[config.mk]
export PLATFORM = sky130hd
export DESIGN_NAME = seven_segment_scan_driver
export DESIGN_NICKNAME = d
export VERILOG_FILES = /design/src/rtl/seg_pkg.sv /design/src/rtl/bin2bcd_seq.sv /design/src/rtl/seven_segment_scan_driver.sv
export SDC_FILE = /design/constraint.sdc
export NUM_CORES = 1
export LEC_CHECK = 0
export ABC_AREA = 1
export CAP_MARGIN = 0
export CELL_PAD_IN_SITES_DETAIL_PLACEMENT = 0
export CELL_PAD_IN_SITES_GLOBAL_PLACEMENT = 2
export CORE_ASPECT_RATIO = 0.7
export CORE_MARGIN = 1.5
export CORE_UTILIZATION = 37
export CTS_CLUSTER_SIZE = 14
export DETAILED_ROUTE_END_ITERATION = 8
export PLACE_DENSITY = 0.89
export RECOVER_POWER = 50
export SLEW_MARGIN = 10
export SYNTH_ARGS = -nofsm -noshare
export SYNTH_HDL_FRONTEND = slang
export SYNTH_HIERARCHICAL = 1
export SYNTH_SLANG_ARGS = --single-unit
[constraint.sdc]
create_clock -name clock_100Mhz -period 2.8 [get_ports clock_100Mhz]
set_input_delay 0.7 -clock clock_100Mhz [delete_from_list [all_inputs] [get_ports clock_100Mhz]]
set_output_delay 0.7 -clock clock_100Mhz [all_outputs]
set_load 0.01 [all_outputs]
[src/rtl/seg_pkg.sv]
// Segment patterns (active-low {a,b,c,d,e,f,g}), converter state encoding and small helpers
// shared by the seven-segment scan driver and its BCD converter.
package seg_pkg;
    localparam logic [6:0] SEG_0     = 7'b0000001;
    localparam logic [6:0] SEG_1     = 7'b1001111;
    localparam logic [6:0] SEG_2     = 7'b0010010;
    localparam logic [6:0] SEG_3     = 7'b0000110;
    localparam logic [6:0] SEG_4     = 7'b1001100;
    localparam logic [6:0] SEG_5     = 7'b0100100;
    localparam logic [6:0] SEG_6     = 7'b0100000;
    localparam logic [6:0] SEG_7     = 7'b0001111;
    localparam logic [6:0] SEG_8     = 7'b0000000;
    localparam logic [6:0] SEG_9     = 7'b0000100;
    localparam logic [6:0] SEG_A     = 7'b0001000;
    localparam logic [6:0] SEG_B     = 7'b1100000;
    localparam logic [6:0] SEG_C     = 7'b0110001;
    localparam logic [6:0] SEG_D     = 7'b1000010;
    localparam logic [6:0] SEG_E     = 7'b0110000;
    localparam logic [6:0] SEG_F     = 7'b0111000;
    localparam logic [6:0] SEG_DASH  = 7'b1111110;
    localparam logic [6:0] SEG_BLANK = 7'b1111111;

    typedef enum logic [1:0] {IDLE, CONV, COMMIT} conv_state_t;

    function automatic logic [63:0] pow10(input int n);
        logic [63:0] r;
        r = 64'd1;
        for (int i = 0; i < n; i++) r = r * 64'd10;
        return r;
    endfunction

    function automatic logic [6:0] seg_decode(input logic [3:0] nib);
        case (nib)
            4'h0: return SEG_0;
            4'h1: return SEG_1;
            4'h2: return SEG_2;
            4'h3: return SEG_3;
            4'h4: return SEG_4;
            4'h5: return SEG_5;
            4'h6: return SEG_6;
            4'h7: return SEG_7;
            4'h8: return SEG_8;
            4'h9: return SEG_9;
            4'hA: return SEG_A;
            4'hB: return SEG_B;
            4'hC: return SEG_C;
            4'hD: return SEG_D;
            4'hE: return SEG_E;
            default: return SEG_F;
        endcase
    endfunction
endpackage

[src/rtl/bin2bcd_seq.sv]
// Sequential double-dabble: one shift-add-3 step per clock, DATA_W steps per conversion.
// done is high during the cycle whose edge performs the final step.
module bin2bcd_seq
    import seg_pkg::*;
#(
    parameter int DATA_W     = 16,
    parameter int NUM_DIGITS = 4
) (
    input  logic                    clock_100Mhz,
    input  logic                    reset_n,
    input  logic                    start,
    input  logic [DATA_W-1:0]       value,
    output logic                    done,
    output logic [4*NUM_DIGITS-1:0] bcd
);
    localparam int BCD_W = 4 * NUM_DIGITS;
    localparam int CNT_W = $clog2(DATA_W + 1);

    logic [DATA_W-1:0] shift_q, shift_d;
    logic [BCD_W-1:0]  bcd_q, bcd_d, adj;
    logic [CNT_W-1:0]  cnt_q, cnt_d;

    always_comb begin
        adj = bcd_q;
        for (int i = 0; i < NUM_DIGITS; i++) begin
            if (bcd_q[4*i +: 4] >= 4'd5) adj[4*i +: 4] = bcd_q[4*i +: 4] + 4'd3;
        end
        shift_d = shift_q;
        bcd_d   = bcd_q;
        cnt_d   = cnt_q;
        if (start) begin
            shift_d = value;
            bcd_d   = '0;
            cnt_d   = CNT_W'(DATA_W);
        end else if (cnt_q != '0) begin
            bcd_d   = {adj[BCD_W-2:0], shift_q[DATA_W-1]};
            shift_d = {shift_q[DATA_W-2:0], 1'b0};
            cnt_d   = cnt_q - 1'b1;
        end
    end

    always_ff @(posedge clock_100Mhz or negedge reset_n) begin
        if (!reset_n) begin
            shift_q <= '0;
            bcd_q   <= '0;
            cnt_q   <= '0;
        end else begin
            shift_q <= shift_d;
            bcd_q   <= bcd_d;
            cnt_q   <= cnt_d;
        end
    end

    assign done = (cnt_q == CNT_W'(1)) && !start;
    assign bcd  = bcd_q;
endmodule

[src/rtl/seven_segment_scan_driver.sv]
// Multiplexed N-digit common-anode 7-segment driver with atomic digit commit.
// Optional build macro SEG_LEADING_ZERO_BLANK_EN blanks leading zero digits.
//   state  | meaning
//   IDLE   | waiting for tick/load/pending request
//   CONV   | double-dabble running, DATA_W cycles
//   COMMIT | digits, overflow and dp mask written to the display register
module seven_segment_scan_driver
    import seg_pkg::*;
#(
    parameter int NUM_DIGITS   = 4,
    parameter int DATA_W       = 16,
    parameter int DIGIT_TICKS  = 262144,
    parameter int UPDATE_TICKS = 100000000
) (
    input  logic                  clock_100Mhz,
    input  logic                  reset_n,
    input  logic [DATA_W-1:0]     displayed_number,
    input  logic                  load,
    input  logic                  hex_mode,
    input  logic [NUM_DIGITS-1:0] dp_mask,
    output logic                  busy,
    output logic [NUM_DIGITS-1:0] Anode_Activate,
    output logic [6:0]            LED_out,
    output logic                  dp_out
);
    localparam int BCD_W  = 4 * NUM_DIGITS;
    localparam int SCAN_W = (DIGIT_TICKS > 1) ? $clog2(DIGIT_TICKS) : 1;
    localparam int UPD_W  = (UPDATE_TICKS > 1) ? $clog2(UPDATE_TICKS) : 1;
    localparam int IDX_W  = (NUM_DIGITS > 1) ? $clog2(NUM_DIGITS) : 1;
    localparam logic [63:0] DEC_MAX = pow10(NUM_DIGITS) - 64'd1;

    conv_state_t           state_q, state_d;
    logic                  pending_q, pending_d, hex_q, hex_d, ovf_q, ovf_d;
    logic [BCD_W-1:0]      hex_val_q, hex_val_d, dig_c_q, dig_c_d;
    logic [NUM_DIGITS-1:0] dpm_q, dpm_d, dp_c_q, dp_c_d, anode_q, anode_d;
    logic                  ovf_c_q, ovf_c_d, busy_q, busy_d, dpo_q, dpo_d;
    logic [UPD_W-1:0]      upd_cnt_q, upd_cnt_d;
    logic [SCAN_W-1:0]     scan_cnt_q, scan_cnt_d;
    logic [IDX_W-1:0]      idx_q, idx_d;
    logic [6:0]            led_q, led_d;

    logic             tick, req, ovf_now, conv_start, conv_done, scan_wrap;
    logic [63:0]      num_ext;
    logic [BCD_W-1:0] conv_bcd;
    logic [3:0]       nib, cur_nib;
    logic             blank_i, cur_blank, cur_dp;
`ifdef SEG_LEADING_ZERO_BLANK_EN
    logic             lz;
`endif

    bin2bcd_seq #(.DATA_W(DATA_W), .NUM_DIGITS(NUM_DIGITS)) u_bin2bcd (
        .clock_100Mhz (clock_100Mhz),
        .reset_n      (reset_n),
        .start        (conv_start),
        .value        (displayed_number),
        .done         (conv_done),
        .bcd          (conv_bcd)
    );

    always_comb begin
        tick       = (UPDATE_TICKS != 0) && (upd_cnt_q == UPD_W'(UPDATE_TICKS - 1));
        upd_cnt_d  = (tick || UPDATE_TICKS == 0) ? '0 : upd_cnt_q + 1'b1;
        req        = tick || load || pending_q;
        num_ext    = 64'(displayed_number);
        ovf_now    = hex_mode ? ((num_ext >> BCD_W) != 64'd0) : (num_ext > DEC_MAX);
        conv_start = 1'b0;
        state_d    = state_q;
        pending_d  = pending_q;
        hex_val_d  = hex_val_q;
        hex_d      = hex_q;
        dpm_d      = dpm_q;
        ovf_d      = ovf_q;
        dig_c_d    = dig_c_q;
        ovf_c_d    = ovf_c_q;
        dp_c_d     = dp_c_q;
        case (state_q)
            IDLE: begin
                if (req) begin
                    hex_val_d  = BCD_W'(displayed_number);
                    hex_d      = hex_mode;
                    dpm_d      = dp_mask;
                    ovf_d      = ovf_now;
                    pending_d  = 1'b0;
                    conv_start = !hex_mode && !ovf_now;
                    state_d    = (hex_mode || ovf_now) ? COMMIT : CONV;
                end
            end
            CONV: begin
                if (req) pending_d = 1'b1;
                if (conv_done) state_d = COMMIT;
            end
            COMMIT: begin
                if (req) pending_d = 1'b1;
                dig_c_d = hex_q ? hex_val_q : conv_bcd;
                ovf_c_d = ovf_q;
                dp_c_d  = dpm_q;
                state_d = IDLE;
            end
            default: state_d = IDLE;
        endcase
        busy_d = (state_d != IDLE);
    end

    // Anode and segment registers both come from idx_q so they always switch together.
    always_comb begin
        scan_wrap  = (scan_cnt_q == SCAN_W'(DIGIT_TICKS - 1));
        scan_cnt_d = scan_wrap ? '0 : scan_cnt_q + 1'b1;
        idx_d      = idx_q;
        if (scan_wrap) idx_d = (idx_q == IDX_W'(NUM_DIGITS - 1)) ? '0 : idx_q + 1'b1;
        nib       = '0;
        blank_i   = 1'b0;
        cur_nib   = '0;
        cur_dp    = 1'b0;
        cur_blank = 1'b0;
        anode_d   = '1;
`ifdef SEG_LEADING_ZERO_BLANK_EN
        lz = 1'b1;
`endif
        for (int i = 0; i < NUM_DIGITS; i++) begin
            nib = dig_c_q[4*(NUM_DIGITS-1-i) +: 4];
`ifdef SEG_LEADING_ZERO_BLANK_EN
            lz      = lz && (nib == 4'd0);
            blank_i = lz && (i != NUM_DIGITS - 1) && !dp_c_q[i];
`else
            blank_i = 1'b0;
`endif
            if (idx_q == IDX_W'(i)) begin
                cur_nib   = nib;
                cur_dp    = dp_c_q[i];
                cur_blank = blank_i;
                anode_d[NUM_DIGITS-1-i] = 1'b0;
            end
        end
        led_d = ovf_c_q ? SEG_DASH : (cur_blank ? SEG_BLANK : seg_decode(cur_nib));
        dpo_d = ovf_c_q || !cur_dp;
    end

    always_ff @(posedge clock_100Mhz or negedge reset_n) begin
        if (!reset_n) begin
            state_q    <= IDLE;
            pending_q  <= 1'b0;
            hex_val_q  <= '0;
            hex_q      <= 1'b0;
            dpm_q      <= '0;
            ovf_q      <= 1'b0;
            dig_c_q    <= '0;
            ovf_c_q    <= 1'b0;
            dp_c_q     <= '0;
            busy_q     <= 1'b0;
            upd_cnt_q  <= '0;
            scan_cnt_q <= '0;
            idx_q      <= '0;
            anode_q    <= '1;
            led_q      <= 7'h7F;
            dpo_q      <= 1'b1;
        end else begin
            state_q    <= state_d;
            pending_q  <= pending_d;
            hex_val_q  <= hex_val_d;
            hex_q      <= hex_d;
            dpm_q      <= dpm_d;
            ovf_q      <= ovf_d;
            dig_c_q    <= dig_c_d;
            ovf_c_q    <= ovf_c_d;
            dp_c_q     <= dp_c_d;
            busy_q     <= busy_d;
            upd_cnt_q  <= upd_cnt_d;
            scan_cnt_q <= scan_cnt_d;
            idx_q      <= idx_d;
            anode_q    <= anode_d;
            led_q      <= led_d;
            dpo_q      <= dpo_d;
        end
    end

    assign busy           = busy_q;
    assign Anode_Activate = anode_q;
    assign LED_out        = led_q;
    assign dp_out         = dpo_q;
endmodule

==> key figures, run 1 <==
Run status
  • Status: finished, final reports clean

Routing
  • Vias: 5914
  • Antenna viol nets, final: 0
  • WL/cell: 14.51 um
  • DRC: 0
  • Via-per-instance ratio: 4.731
  • WL final: 18.14 mm
  • DRT iter0 DRCs: 432
  • DRT Pass-1 Iters: 5

Timing
  • Worst Max-Slew Pin Slew: 1.425 ns
  • Max Slew Vio Count: 0
  • RSZ-0062 raised after global routing: false
  • Crit share post-route: 0.8436
  • Max frequency: 423.4 MHz
  • Setup Skew: 0.01782 ns
  • Final setup fails: 0
  • Worst slew margin: 0.05025
  • Total negative slack: 0 ns
  • Final hold vios: 0
  • Crit path time final: 2.362 ns
  • Hold Slack: 0.4600 ns

Die
  • Initial Util: 0.3783
  • Vert. Die Dim: 122.2 um
  • I/O pin count: 37
  • Core area: 0.01985 sq mm
  • FP Rows: 43
  • Die area: 0.02118 sq mm
  • Chip Width: 173.3 um

CTS
  • PostCTS Resize Cnt: 0
  • Post-CTS Setup Inserts: 0
  • Num CTS Buffers: 17
  • CTS Hold Bufs: 0
  • H-tree levels: 4
  • Clock sink count: 143
  • Clock Path Buffers: 2
  • Clk_lat worst skew: 0.42 ns
  • Worst-path clk slew: 0.06 ns
  • Root buf cell: clkbuf_16
  • CTS tree: done

Synth
  • Async SR Flop Fraction: 1.000
  • Synthesized instance count: 912
  • Synth cell count leaders: nand2_1, dfrtp_1, inv_1, nor2_1, nand3_1
  • Synth warnings: 6
  • Synth Area per Inst: 8.236 sq um
  • Synth area leader: dfrtp_1
  • Synth Flop Type: dfrtp_1
  • Post-synth EDFFs: 0
  • Netlist cell types: 41
  • Synth top area share: 0.4364
  • Top cells by area, synth: dfrtp_1, nand2_1, inv_1
  • Synth Register Bits: 143
  • Synthesized area: 0.007511 sq mm
  • Mapped Nets: 962
  • Dominant cell by count in the synthesized netlist: nand2_1
  • Sequential area share after synthesis: 0.4784

GRT
  • GRT overflow: 0
  • GRT Total Usage: 0.1832
  • Vias in the first global route: 5583
  • Antenna violations before repair: 0
  • Met1 usage: 0.2964
  • Gr busiest metal: met1
  • Grt met2 use: 0.2410
  • Largest net degree at the start of global routing: 55
  • First-pass GRT wire length: 29.99 mm
  • Global-route met3 utilization: 0.03464

Layout
  • Fin area: 0.008861 sq mm
  • Nets: 1018
  • N_diodes: 0
  • Layout cell share with drive strength beyond 1: 0.1163
  • Area grow syn2layout: 17.97%

Power
  • Maximum vdd ir drop: 0.4733 mV
  • Pwr dens: 960.4 mW/mm^2
  • P_leak: 4.386 nW

Worst setup path
  • Reg2Reg Depth: 14
  • Crit Path Category: reg -> reg
  • WP depth: 14
  • CP bufs+invs: 3
  • Crit path max-delay family: buffers and inverters
  • R2r startpoint: idx_q[1]
  • Reg2Reg Setup Slack: 0.44 ns
  • Max Fanout on Critical Path: 11
  • Crit path cell chain: inv_1 -> ha_1 -> inv_1 -> nand3_1 -> o21ai_0 -> nand2_1 -> nand2_1 -> o21ai_0 -> inv_1 -> ha_1 -> nand2_1 -> o21ai_0 -> nand2_1 -> nand2_1
  • Crit-path slowest cell: dfrtp_1
  • Critical path capture point: LED_out[1]
  • CP max stage delay: 0.40 ns
  • Most common cell on crit path: nand2_1
  • Worst Setup SP: idx_q[1]
  • Critical R2R Capture: LED_out[1]
  • Crit path arrival time: 2.71 ns
  • Crit start category: flop
  • Critical Path End Type: flop
  • Critical Path RT: 3.15 ns

Placement
  • # port buffers: 36
  • Routability Congestion: 0.8146
  • Placed cell area: 0.008268 sq mm
  • Post-DP HPWL: 13.46 mm

Worst hold path
  • Worst hold path class: reg -> reg

Run
  • Max_cap viols: 0
[kinds of logic (layout without fill, tap and decap cells)]
kind of cell               Yosys count  in the layout  share of synthesized area
and+or+nand+nor                    483            483                     0.2899
AOI/OAI and AO/OA                   92             92                    0.07180
muxes                                3              3                   0.004497
xor gates and xnor gates            30             30                    0.03498
DFF                                143            143                     0.4784
adders and majority gates           26             26                    0.04331
buffers and inverters              135            203                    0.07713
[final cells by class]
cell class / count / area, sq um
repair buffers: 59 / 524.3
inverters: 113 / 426.7
well taps: 270 / 337.8
multi-input cells: 634 / 3338
clock inverters: 14 / 215.2
fillers: 1983 / 10990
flip-flops and latches: 143 / 3593
clock buffers: 17 / 425.4
[worst min-delay path by stage]
stage / startpoint / to / slack, ns / cells past startpoint
after CTS: reset_n / scan_cnt_q[8] / 0.25 / 1
after global placement: dp_c_q[3] / dp_out / 0.44 / 1
after floorplan: reset_n / busy / 0.40 / 0
after detailed placement: dpm_q[2] / dpm_q[2] / 0.46 / 2
after global routing: dp_c_q[3] / dp_out / 0.49 / 1
final: dp_c_q[3] / dp_out / 0.46 / 1
[where the power goes]
part           internal (W)  switching (W)
logic               0.00109        0.00172
registers           0.00274       0.000464
clock network       0.00158       0.000918
total               0.00541        0.00310
[routing by layer]
| layer | up-vias | part of all wire |
|---|---|---|
| met4 | 0 | 0.0055 |
| met2 | 105 | 0.39 |
| met3 | 7 | 0.036 |
| met5 | - | 0 |
| li1 | 3029 | - |
| met1 | 2773 | 0.57 |
[state kept, by name, summed over array words and instances, names as in the netlist, 5 cells and up]
signal	flops
upd_cnt_q	27
scan_cnt_q	18
dig_c_q	16
hex_val_q	16
u_bin2bcd/bcd	16
u_bin2bcd/shift_q	16
LED_out	7
u_bin2bcd/cnt_q	5
[per-stage QoR]
| step | power, W | instances | util | setup WS (ns) |
|---|---|---|---|---|
| 2_1_floorplan | 0.005131 | 912 | - | 0.4375 |
| 3_3_place_gp | 0.006027 | 1219 | 0.4165 | 0.2262 |
| 3_5_place_dp | 0.006063 | 1219 | 0.4165 | 0.2125 |
| 4_1_cts | 0.008593 | 1250 | 0.4487 | 0.4528 |
| 5_1_grt | 0.009163 | 1250 | 0.4463 | 0.1496 |
| 6_report | 0.008510 | 1250 | 0.4463 | 0.4379 |
[placed cells by master, fill, tap and decap left out, types with 16 or more instances in the layout]
cell / netlist / layout
buf_4: 1 / 17
clkbuf_16: 0 / 17
clkdlybuf4s50_1: 0 / 35
dfrtp_1: 131 / 131
ha_1: 26 / 26
inv_1: 109 / 109
nand2_1: 251 / 251
nand3_1: 62 / 62
nand4_1: 24 / 24
nor2_1: 95 / 95
nor3_1: 16 / 16
o21ai_0: 39 / 39
xor2_1: 24 / 24
Note: power is estimated with default switching activity, not from simulation.
==> run 2, diff against run 1 <==
--- a/config.mk
+++ b/config.mk
@@ -11,10 +11,10 @@
 export CELL_PAD_IN_SITES_GLOBAL_PLACEMENT = 2
 export CORE_ASPECT_RATIO = 0.7
 export CORE_MARGIN = 1.5
-export CORE_UTILIZATION = 37
+export CORE_UTILIZATION = 33
 export CTS_CLUSTER_SIZE = 14
 export DETAILED_ROUTE_END_ITERATION = 8
-export PLACE_DENSITY = 0.89
+export PLACE_DENSITY = 0.84
 export RECOVER_POWER = 50
 export SLEW_MARGIN = 10
 export SYNTH_ARGS = -nofsm -noshare
==> constraint.sdc (replaced) <==
create_clock -name clock_100Mhz -period 2.05 [get_ports clock_100Mhz]
set_input_delay 0.5125 -clock clock_100Mhz [delete_from_list [all_inputs] [get_ports clock_100Mhz]]
set_output_delay 0.5125 -clock clock_100Mhz [all_outputs]
set_load 0.01 [all_outputs]
==> key figures, run 2 (same netlist as run 1, synthesis figures left out) <==
Power
  • Switching portion of total power: 0.3646 (was 0.3639)
  • Logic gate share of total power: 0.351 (was 0.330)
  • Pwr dens: 1233 mW/mm^2 (was 960.4 mW/mm^2)
  • P_leak: 4.653 nW (was 4.386 nW)
  • Clock power share: 0.273 (was 0.293)
  • Seq pwr share: 0.377 (about the same)
  • Maximum vdd ir drop: 0.6960 mV (was 0.4733 mV)
  • Power, Total: 0.01155 W (was 0.008510 W)
  • Internal power: 0.007341 W (was 0.005414 W)
  • Sw power: 0.004212 W (was 0.003096 W)

CTS
  • Clock sink count: 143 (unchanged)
  • Worst-path clk slew: 0.06 ns (about the same)
  • Clock Path Buffers: 2 (unchanged)
  • Root buf cell: clkbuf_16 (unchanged)
  • CTS Hold Bufs: 0 (unchanged)
  • Clk_lat worst skew: 0.42 ns (about the same)
  • H-tree levels: 4 (unchanged)
  • Num CTS Buffers: 17 (unchanged)
  • CTS tree: done (unchanged)

Timing
  • Final setup fails: 0 (unchanged)
  • Crit path time final: 2.006 ns
  • Max Slew Vio Count: 0 (unchanged)
  • Final hold vios: 0 (unchanged)
  • Worst Max-Slew Pin Slew: 1.072 ns (was 1.425 ns)
  • Crit share post-route: 0.9783
  • Max frequency: 498.6 MHz
  • Setup Skew: 0.01008 ns (was 0.01782 ns)
  • Setup slack after layout: 0.04445 ns (was 0.4379 ns)
  • Worst slew margin: 0.2856 (was 0.05025)

Layout
  • Fillers: 2224 (was 1983)
  • Largest Register: upd_cnt_q (unchanged)
  • Most frequent cells in the layout: nand2_1, dfrtp_1, inv_1, nor2_1, buf_4 (was nand2_1, dfrtp_1, inv_1, nor2_1, nand3_1)
  • Nets: 1071 (was 1018)
  • Most common cell after layout, fill and taps aside: nand2_1 (unchanged)
  • Max reg flops: 27 (unchanged)
  • Area grow syn2layout: 24.72% (was 17.97%)
  • Fin area: 0.009368 sq mm (was 0.008861 sq mm)
  • Final cell count without fillers: 1338 (was 1250)
  • Layout cell share with drive strength beyond 1: 0.1820 (was 0.1163)
  • Biggest registers after layout: upd_cnt_q x27, scan_cnt_q x18 (unchanged)
  • Fin util: 0.4255 (was 0.4463)
  • N_diodes: 0 (unchanged)

Worst setup path
  • Critical Path RT: 1.54 ns (was 3.15 ns)
  • Max Fanout on Critical Path: 1 (was 11)
  • Crit path max-delay family: flip-flops (was buffers and inverters)
  • Crit start category: flop (unchanged)
  • Crit-path slowest cell: dfstp_2 (was dfrtp_1)
  • CP bufs+invs: 1 (was 3)
  • Crit path cell chain: clkdlybuf4s50_1 (was inv_1 -> ha_1 -> inv_1 -> nand3_1 -> o21ai_0 -> nand2_1 -> nand2_1 -> o21ai_0 -> inv_1 -> ha_1 -> nand2_1 -> o21ai_0 -> nand2_1 -> nand2_1)
  • Critical Path End Type: output port (was flop)
  • Reg2Reg Setup Slack: 0.13 ns (was 0.44 ns)
  • Crit Path Category: reg -> out (was reg -> reg)
  • CP max stage delay: 0.54 ns (was 0.40 ns)
  • Crit path arrival time: 1.49 ns (was 2.71 ns)
  • R2r startpoint: idx_q[0] (was idx_q[1])
  • Worst Setup SP: Anode_Activate[2] (was idx_q[1])

Routing
  • WL/cell: 13.81 um (was 14.51 um)
  • DRT Pass-1 Iters: 5 (unchanged)
  • Vias: 6083 (was 5914)
  • DRC: 0 (unchanged)
  • Antenna viol nets, final: 0 (unchanged)
  • DRT iter0 DRCs: 504 (was 432)
  • Via-per-instance ratio: 4.546 (was 4.731)
  • WL final: 18.47 mm (was 18.14 mm)

GRT
  • Largest net degree at the start of global routing: 42 (was 55)
  • Antenna violations before repair: 0 (unchanged)
  • GRT Total Usage: 0.1703 (was 0.1832)
  • Vias in the first global route: 5788 (was 5583)
  • First-pass GRT wire length: 31.22 mm (was 29.99 mm)
  • GRT overflow: 0 (unchanged)

Die
  • Vert. Die Dim: 129.2 um (was 122.2 um)
  • Core area: 0.02201 sq mm (was 0.01985 sq mm)
  • I/O pin count: 37 (unchanged)
  • Initial Util: 0.3412 (was 0.3783)
  • Die area: 0.02369 sq mm (was 0.02118 sq mm)
  • FP Rows: 45 (was 43)
  • Chip Width: 183.3 um (was 173.3 um)

Run
  • Max_cap viols: 0 (unchanged)

Worst hold path
  • Worst hold path class: in -> async (was reg -> reg)

Placement
  • Routability Congestion: 0.8238 (was 0.8146)
  • Placed cell area: 0.008735 sq mm (was 0.008268 sq mm)
  • Worst slack at placement: -0.3494 ns (was 0.2125 ns)
  • # port buffers: 36 (unchanged)
  • Placed insts: 1305 (was 1219)
  • Post-DP HPWL: 13.77 mm (was 13.46 mm)

Run status
  • Status: finished, final reports clean (unchanged)
run 2: changes by cell type in the layout (fill, tap and decap cells not counted), moves of 4 or more:
cell	previous run	this run
buf_4	17	69
inv_1	109	103
nor2_1	95	89
nor2_2	3	8
inv_2	2	6
run 2: metrics by stage:
step	setup TNS, ns	hold slack [ns]
2_1_floorplan	-0.03790	0.2169
3_3_place_gp	-11.05	0.4569
3_5_place_dp	-11.83	0.4561
4_1_cts	0	0.009594
5_1_grt	-0.002758	0.3553
6_report	0	0.2682
run 2: repair_timing:
item,4_1_cts,5_1_grt
resized for setup,2,21
endpoints found under the setup margin,3,46
pin swaps,0,3
setup buffers,0,2
run 2: power groups by stage:
stage                     combinational (W)  sequential, W  clock [W]
after floorplan                     0.00279        0.00423          0
after global routing                0.00465        0.00448    0.00337
after global placement              0.00400        0.00441          0
after detailed placement            0.00404        0.00439          0
final                               0.00405        0.00435    0.00315
after CTS                           0.00406        0.00436    0.00324
run 2: layout make-up:
type                    count  area [sq um]  area share
repair buffers            112         970.9      0.1036
clock buffers              20         446.7     0.04768
clock inverters            11         141.4     0.01509
flip-flops and latches    143          3593      0.3836
multi-input cells         634          3402      0.3632
inverters                 113         431.7     0.04608
well taps                 305         381.6     0.04074
run 2: path summary, 6_finish.rpt:
kind                                   endpoint  cells past startpoint
max                           Anode_Activate[2]                      1
min                               scan_cnt_q[5]                      1
max reg2reg                          LED_out[3]                     10
min reg2reg                              dp_out                      1
max in group asynchronous  u_bin2bcd/shift_q[3]                      2
min in group clock_100Mhz                dp_out                      1
run 2: worst register-to-register path: cells and delay by family (launching register included):
| kind | cells | cell delay [ns] |
|---|---|---|
| adders and majority gates | 2 | 0.51 |
| DFF | 1 | 0.42 |
| AOI/OAI and AO/OA | 3 | 0.37 |
| buffers and inverters | 2 | 0.29 |
| and+or+nand+nor | 3 | 0.25 |
run 2: layer usage:
| layer | up-vias | part of all wire | GRT usage |
|---|---|---|---|
| li1 | 3133 | - | - |
| met1 | 2819 | 0.59 | 0.2895 |
| met2 | 122 | 0.35 | 0.2076 |
| met3 | 9 | 0.047 | 0.03513 |
| met4 | 0 | 0.0080 | 0.04050 |
| met5 | - | 0 | 0 |
==> run 3, diff against run 2 <==
--- a/config.mk
+++ b/config.mk
@@ -6,6 +6,7 @@
 export NUM_CORES = 1
 export LEC_CHECK = 0
 export ABC_AREA = 1
+export ABC_CLOCK_PERIOD_IN_PS = 2050
 export CAP_MARGIN = 0
 export CELL_PAD_IN_SITES_DETAIL_PLACEMENT = 0
 export CELL_PAD_IN_SITES_GLOBAL_PLACEMENT = 2
==> results of run 3 <==
Same layout as run 2: the final DEF is identical, and so are final timing and power.
